### src/rtl/insn_word_encoder.sv
// Packs instruction field bundles into 32-bit words and streams them into imem via a small FIFO.
// Optional illegal-instruction filtering is enabled by defining ILLEGAL_CHECK_EN.
module insn_word_encoder #(
    parameter int unsigned ADDR_W = 12,
    parameter int unsigned DEPTH  = 4
) (
    input  logic              clock,
    input  logic              reset,
    input  logic              start,
    input  logic [ADDR_W-1:0] base_addr,
    input  logic [ADDR_W:0]   count,
    input  logic              in_valid,
    output logic              in_ready,
    input  logic [1:0]        in_fmt,
    input  logic [4:0]        in_opcode,
    input  logic [4:0]        in_rd,
    input  logic [4:0]        in_rs,
    input  logic [4:0]        in_rt,
    input  logic [4:0]        in_shamt,
    input  logic [4:0]        in_aluop,
    input  logic [16:0]       in_imm,
    input  logic [26:0]       in_target,
    output logic              imem_we,
    output logic [ADDR_W-1:0] imem_addr,
    output logic [31:0]       imem_data,
    input  logic              imem_stall,
    output logic              busy,
    output logic              done,
    output logic              err
);

    localparam int unsigned PTR_W = (DEPTH > 1) ? $clog2(DEPTH) : 1;

    typedef enum logic [1:0] {StIdle, StLoad, StDone} state_t;

    state_t             state_q, state_d;
    logic [ADDR_W-1:0]  wr_addr_q, wr_addr_d;
    logic [ADDR_W:0]    cnt_q, cnt_d;
    logic [ADDR_W:0]    accepted_q, accepted_d;
    logic [ADDR_W-1:0]  last_addr_q;
    logic [31:0]        last_data_q;

    logic [31:0]        fifo_mem [DEPTH];
    logic [PTR_W-1:0]   rd_ptr_q, wr_ptr_q;
    logic [PTR_W:0]     fill_q, fill_d;
    logic               full, empty;

    logic [31:0]        enc_word;
    logic               accept, push, pop;

    always_comb begin
        enc_word = 32'd0;
        case (in_fmt)
            2'b00:   enc_word = {in_opcode, in_rd, in_rs, in_rt, in_shamt, in_aluop, 2'b00};
            2'b01:   enc_word = {in_opcode, in_rd, in_rs, in_imm};
            2'b10:   enc_word = {in_opcode, in_target};
            default: enc_word = {in_opcode, in_rd, 22'd0};
        endcase
    end

    assign full     = (fill_q == (PTR_W + 1)'(DEPTH));
    assign empty    = (fill_q == '0);
    assign in_ready = (state_q == StLoad) && !full && (accepted_q < cnt_q);
    assign imem_we  = (state_q == StLoad) && !empty && !imem_stall;
    assign busy     = (state_q != StIdle);
    assign done     = (state_q == StDone);
    assign accept   = in_valid && in_ready;
    assign pop      = imem_we;

    // Outputs show the head while writing and otherwise hold the last written beat.
    assign imem_addr = imem_we ? wr_addr_q : last_addr_q;
    assign imem_data = imem_we ? fifo_mem[rd_ptr_q] : last_data_q;

`ifdef ILLEGAL_CHECK_EN
    logic legal;
    logic err_q;

    always_comb begin
        legal = 1'b0;
        if (in_fmt == 2'b00) begin
            legal = (in_opcode == 5'd0) && ((in_aluop == 5'd0) || (in_aluop == 5'd1));
        end else if (in_fmt == 2'b01) begin
            legal = (in_opcode == 5'd5) || (in_opcode == 5'd7) || (in_opcode == 5'd8);
        end
    end

    // Illegal bundles still complete the handshake and count, but are dropped.
    assign push = accept && legal;
    assign err  = err_q;

    always_ff @(posedge clock) begin
        if (reset) begin
            err_q <= 1'b0;
        end else if ((state_q == StIdle) && start) begin
            err_q <= 1'b0;
        end else if (accept && !legal) begin
            err_q <= 1'b1;
        end
    end
`else
    assign push = accept;
    assign err  = 1'b0;
`endif

    assign fill_d = fill_q + (PTR_W + 1)'(push) - (PTR_W + 1)'(pop);

    always_comb begin
        state_d    = state_q;
        wr_addr_d  = wr_addr_q;
        cnt_d      = cnt_q;
        accepted_d = accepted_q;
        case (state_q)
            StIdle: begin
                if (start) begin
                    wr_addr_d  = base_addr;
                    cnt_d      = count;
                    accepted_d = '0;
                    state_d    = StLoad;
                end
            end
            StLoad: begin
                if (accept) begin
                    accepted_d = accepted_q + 1'b1;
                end
                if (pop) begin
                    wr_addr_d = wr_addr_q + 1'b1;
                end
                // Evaluated on next-state values so cnt = 0 exits on the first LOAD cycle.
                if ((accepted_d == cnt_q) && (fill_d == '0)) begin
                    state_d = StDone;
                end
            end
            StDone: begin
                state_d = StIdle;
            end
            default: begin
                state_d = StIdle;
            end
        endcase
    end

    always_ff @(posedge clock) begin
        if (reset) begin
            state_q     <= StIdle;
            wr_addr_q   <= '0;
            cnt_q       <= '0;
            accepted_q  <= '0;
            rd_ptr_q    <= '0;
            wr_ptr_q    <= '0;
            fill_q      <= '0;
            last_addr_q <= '0;
            last_data_q <= '0;
        end else begin
            state_q    <= state_d;
            wr_addr_q  <= wr_addr_d;
            cnt_q      <= cnt_d;
            accepted_q <= accepted_d;
            fill_q     <= fill_d;
            if (push) begin
                wr_ptr_q <= wr_ptr_q + PTR_W'(1);
            end
            if (pop) begin
                rd_ptr_q    <= rd_ptr_q + PTR_W'(1);
                last_addr_q <= wr_addr_q;
                last_data_q <= fifo_mem[rd_ptr_q];
            end
        end
    end

    always_ff @(posedge clock) begin
        if (push) begin
            fifo_mem[wr_ptr_q] <= enc_word;
        end
    end

endmodule

### config.mk
export PLATFORM = sky130hd
export DESIGN_NAME = insn_word_encoder
export DESIGN_NICKNAME = d
export VERILOG_FILES = /design/src/rtl/insn_word_encoder.sv
export SDC_FILE = /design/constraint.sdc
export NUM_CORES = 1
export LEC_CHECK = 0
export ABC_CLOCK_PERIOD_IN_PS = 4560
export CAP_MARGIN = 20
export CORE_ASPECT_RATIO = 0.9
export CORE_MARGIN = 1.5
export CORE_UTILIZATION = 37
export CTS_CLUSTER_DIAMETER = 60
export CTS_CLUSTER_SIZE = 20
export DETAILED_ROUTE_END_ITERATION = 10
export GPL_ROUTABILITY_DRIVEN = 0
export PLACE_DENSITY_LB_ADDON = 0.05
export SYNTH_ARGS = -nofsm -noshare
export SYNTH_HDL_FRONTEND = slang
export SYNTH_SLANG_ARGS = --single-unit
### constraint.sdc
create_clock -name clock -period 4.56 [get_ports clock]
set_input_delay 0.912 -clock clock [delete_from_list [all_inputs] [get_ports clock]]
set_output_delay 0.912 -clock clock [all_outputs]
set_load 0.01 [all_outputs]
Word-level counts from Yosys, hierarchy flattened
Memory sizes are Yosys's and may differ from the RTL's. A register that Yosys moved wholly into a read port is not among the register bits.
Cells that the tools add are included.
{ "word_totals": {"ff_bits": 91, "latch_bits": 0, "mem_bits_rw": 128, "mem_bits_ro": 0, "in_bits": 106, "output_inout_bits": 49, "word_cells": 62, "n_memories": 1} }
{ "classes": {"add_sub_neg": 6, "mul": 0, "n_div": 0, "magnitude_cmp": 1, "n_eq_ne": 9, "n_shift": 0, "n_mux": 17, "bitwise": 0, "reduce_logical": 19} }
{ "mem_list": {"columns": ["memory", "words", "word_bits", "read_ports", "rd_ports_with_merged_regs", "wr", "line", "text"], "rows": [
  ["fifo_mem", 4, 32, 1, 1, 1, "43", "logic [31:0] fifo_mem [DEPTH];"]
]} }
{ "ops": {"columns": ["cell", "n"], "rows": [
  ["case mux 27 bit (3 select lines)", 1],
  ["2-to-1 mux 13 bit", 3],
  ["2-to-1 mux 12 bit", 3],
  ["2-to-1 mux 32 bit", 1],
  ["case mux 13 bit (2 select lines)", 1],
  ["case mux 12 bit (2 select lines)", 1],
  ["adder 13 x 1 -> 13 bit (second input constant)", 1],
  ["== test 13 bit", 1],
  ["< comparator 13 bit", 1],
  ["adder 12 x 1 -> 12 bit (second input constant)", 1],
  ["2-to-1 mux 2 bit", 4],
  ["logical AND 1 bit", 6],
  ["zero test 3 bit", 2],
  ["AND reduction 2 bit", 3],
  ["adder 2 x 1 -> 2 bit (second input constant)", 2],
  ["== test 2 x 1 -> 1 bit (second input constant)", 2],
  ["== test 2 bit (second input constant)", 2],
  ["zero test 2 bit", 2],
  ["inequality test 2 bit (second input constant)", 2],
  ["case mux 2 bit (2 select lines)", 1],
  ["nonzero test 2 bit", 2],
  ["adder 3 x 1 -> 3 bit", 1],
  ["== test 3 bit (second input constant)", 1],
  ["zero test 1 bit", 3],
  ["4 further kinds", 5]
]} }

Depth between registers and ports, before layout
{ "depth": {"ltp_word": 11, "mapped_depth": 19, "ltp_nobuf": 19} }

Worst setup path before layout
No wires, ideal clock.
{ "synth_path": {"path_type": "reg-to-reg", "start": "register cnt_q[8]", "end": "register state_q[0]", "setup_ns": 0.128, "arrival_time_ns": 3.570, "required_ns": 4.432, "path_slack_ns": 0.862, "path_stages_with_launch": 20, "n_path_buf": 0, "period_less_slack_ns": 3.698, "path_cell_list": "dfxtp_1 -> inv_1 -> ha_1 -> a21oi_1 -> o21ai_0 -> a2111oi_4 -> nand2_2 -> nor2_2 -> inv_1 -> ha_1 -> inv_1 -> ha_1 -> inv_1 -> fa_1 -> xor2_1 -> xnor2_1 -> nand3b_1 -> nor3_1 -> a41o_1 -> o21ai_1"} }
{ "synth_via": {"elab_chain_cells": 9, "elab_cells_between_ends": 12, "cone_classes": "add/sub: 2; order compare: 1; eq/ne: 2; mux: 2; reduce/logical: 5"} }
{ "synth_lines": {"columns": ["item", "line", "text"], "rows": [
  ["start: declaration", "38", "logic [ADDR_W:0] cnt_q, cnt_d;"],
  ["start signal: assignment", "156", "cnt_q <= cnt_d;"],
  ["< comparator 13 bit", "63", "assign in_ready = (state_q == StLoad) && !full && (accepted_q < cnt_q);"],
  ["logical AND 1 bit", "63", null],
  ["logical AND 1 bit", "67", "assign accept = in_valid && in_ready;"],
  ["adder 3 x 1 -> 3 bit / 2-to-1 mux 13 bit (equally long branches)", "105, 122", null],
  ["subtractor 3 x 1 -> 3 bit / 2-to-1 mux 13 bit (equally long branches)", "105, 112", null],
  ["zero test 3 bit / == test 13 bit (equally long branches)", "129", "if ((accepted_d == cnt_q) && (fill_d == '0)) begin"],
  ["logical AND 1 bit (*)", "129", null],
  ["inequality test 2 x 1 -> 1 bit (no line) (*)", null, null],
  ["AND reduction 2 bit (no line) (*)", null, null],
  ["end signal: assignment", "144", "state_q <= StIdle;"],
  ["end signal: assignment", "154", "state_q <= state_d;"],
  ["end: declaration", "36", "state_t state_q, state_d;"]
]} }
Every way passes the cells marked *; elsewhere a longest branch is shown, timed or not. The select of a mux whose other input is x is not followed.
A chain may end at the register's enable or synchronous reset.

Final worst setup path
Same ends and word-level chain as after synthesis.

==> qor.yml <==
worstMarginPinSlew_ns: 0.940
drt_iter0_markers: 390
cts-resized-gates: 0
vdd_ir_drop_max_mv: 0.199
postSynth.asyncResetShare: 0
rsz0062_at_grt: "false"
nNetsFinal: 1046
vias_per_cell: 5.04
worstRegToRegCells: 19
worstSetupStartpoint: "cnt_q[8]"
dpl.cell_count: 1245
cts.sinks: 221
synth-main-ff-cell: "edfxtp_1"
p_total_mw: 5.12
wl_per_cell_um: 17.4
fin_worst_skew_ns: 0.0177
syn-num-nets: 909
synth_area_leaders: "edfxtp_1, dfxtp_1, mux4_2"
finalSetupTns_ns: 0
syn_to_final_growth_pct: 26.1
place_ws_ns: 0.629
required_ns: 4.91
cp-endpoint: "state_q[0]"
drive_above_1_share: 0.149
htreeDepth: 1
power.leakage_nw: 4.34
synth-compound-area-share: 0.0792
criticalPathCategory: "flop to flop"
synth-edff-count: 128
grt_start_max_net_pins: 93
drv_cap: 0
layoutNonFillerInstCount: 1279
clkTransAtPathRegs_ns: 0.07
grt_pass1_vias: 6474
grt_pass1_wl_mm: 35.1
fmax_mhz: 255
cp.arrival_ns: 4.28
cts_buffers: 19
synth_cell_type_count: 58
first_pass_iters: 4
cts_tree: "yes"
r2r_slack_ns: 0.64
slew_viol_final: 0
grt_usage: 0.162
timing.rr.start: "cnt_q[8]"
r2r-end: "state_q[0]"
yosysSeqAreaShare: 0.581
hold_path.class: "flop to flop"
start_util: 0.377
muxShareOfSynthArea: 0.148
period_share: 0.861
synth_top_cell_by_area: "edfxtp_1"
die_area_mm2: 0.0275
power.density_mw_per_mm2: 413
num_vias: 6442
clock_latency_ns: 0.50
gr-total-overflow: 0
antenna_left: 0
rows: 56
post_cts_buffers: 0
layout_common_cells: "clkdlybuf4s50_1, edfxtp_1, dfxtp_1"
syn-cell-area_mm2: 0.00982
die_y_um: 158
worst_setup_path_start_kind: "flop"
multi_input_area_mm2: 0.00386
wl_mm: 22.2
slew_headroom: 0.373
synth_seq_cells: 221
finalHoldViolCount: 0
end_kind: "flop"
cp_max_fo: 11
synth_area_per_cell_um2: 12.6
fillers: 2348
clock-root-buffer: "clkbuf_16"
synth_top_family_by_area: "multiplexers"
final-seq-area_mm2: 0.00571
synth-simple-area-share: 0.115
port_buffers: 153
final_common_cell: "clkdlybuf4s50_1"
setup_slack_ns: 0.635
drc: 0
min_period_ns: 3.92
yosys_warnings: 0
status: "completed"
io_pins: 155
netlist_instances: 782
synth_top_area_frac: 0.391
antenna_found_initial: 0
synth-adder-area-share: 0.0275
core_mm2: 0.0261
cts_buffer_depth: 3
synth_xor_area_frac: 0.0214
hpwl_mm: 14.7
n_antenna_cell: 0
cts_hold_buf: 0
fp.dieW_um: 175
setup_violations: 0
-- metal layers --
metal / GRT usage / part of all wire
met1: 0.219 / 0.46
met2: 0.278 / 0.47
met3: 0.0262 / 0.050
met4: 0.0322 / 0.016
met5: 0 / 0
-- cell type report --
| cell class | instances | area share |
|---|---|---|
| flip-flops and latches | 221 | 0.461 |
| multi-input cells | 490 | 0.311 |
| repair buffers | 161 | 0.132 |
| clock buffers | 21 | 0.0390 |
| well taps | 348 | 0.0351 |
| clock inverters | 12 | 0.0140 |
| inverters | 26 | 0.00788 |
-- flip-flops by register name (all words and copies together) (netlist names), named ones only --
register	flops
accepted_q	13
cnt_q	13
fifo_mem	128
fill_q	3
last_addr_q	12
last_data_q	32
rd_ptr_q	2
state_q	2
wr_addr_q	12
wr_ptr_q	2
-- cells in the mapped netlist, drive strengths merged (2+ instances only) --
| cell | n |
|---|---|
| a211oi | 15 |
| a21oi | 47 |
| a22o | 2 |
| a311oi | 4 |
| a31oi | 3 |
| a32o | 2 |
| and2 | 4 |
| and3 | 8 |
| and4 | 7 |
| buf | 9 |
| clkbuf | 36 |
| dfxtp | 93 |
| edfxtp | 128 |
| ha | 20 |
| inv | 26 |
| mux2 | 50 |
| mux2i | 17 |
| mux4 | 32 |
| nand2 | 76 |
| nand2b | 3 |
| nand3 | 13 |
| nand3b | 2 |
| nand4 | 7 |
| nor2 | 33 |
| nor2b | 52 |
| nor3 | 11 |
| o211ai | 3 |
| o21ai | 36 |
| o22ai | 3 |
| xnor2 | 13 |
| xor2 | 11 |
-- logic make-up (layout without fill, tap and decap cells) --
logic type | count (synthesis) | in the layout
AOI/OAI and AO/OA | 125 | 125
xor gates and xnor gates | 24 | 24
adders and majority gates | 21 | 21
buffers and inverters | 71 | 220
DFF | 221 | 221
muxes | 99 | 99
other | 1 | 1
and+or+nand+nor | 220 | 220
-- how the worst min path moves through the flow --
stage              start   endpoint  cells past startpoint
6_report        cnt_q[3]   cnt_q[3]                      2
5_1_grt        cnt_q[11]  cnt_q[11]                      2
4_1_cts         cnt_q[3]   cnt_q[3]                      2
3_5_place_dp    cnt_q[3]   cnt_q[3]                      2
3_3_place_gp    cnt_q[4]   cnt_q[4]                      2
2_1_floorplan   cnt_q[0]   cnt_q[0]                      2
-- metrics by stage --
stage | util | instance area [um2] | hold WS, ns
finish | 0.475 | 12400 | 0.486
global route | 0.475 | 12400 | 0.512
CTS | 0.474 | 12400 | 0.491
detailed placement | 0.449 | 11700 | 0.481
global placement | 0.449 | 11700 | 0.477
floorplan | - | 9820 | 0.456
-- worst max-delay path: stages (launching register included) --
cell      delay [ns]
dfxtp_1         0.42
inv_1           0.08
ha_1            0.33
and4_1          0.21
o211a_1         0.14
nand2_1         0.34
nand2_2         0.18
nor2_2          0.21
inv_1           0.13
ha_1            0.28
inv_1           0.06
ha_1            0.13
inv_1           0.05
fa_1            0.37
xor2_1          0.16
xnor2_1         0.18
nand3b_1        0.12
nor3_1          0.17
a41o_1          0.19
o21ai_1         0.05
-- report_power, final --
part / switching (mW) / leakage, nW / internal [mW]
sequential: 0.0920 / 1.92 / 2.25
combinational: 0.541 / 2.10 / 0.525
clock: 0.787 / 0.319 / 0.921
total: 1.42 / 4.34 / 3.70
Note: power is estimated with default switching activity, not from simulation.
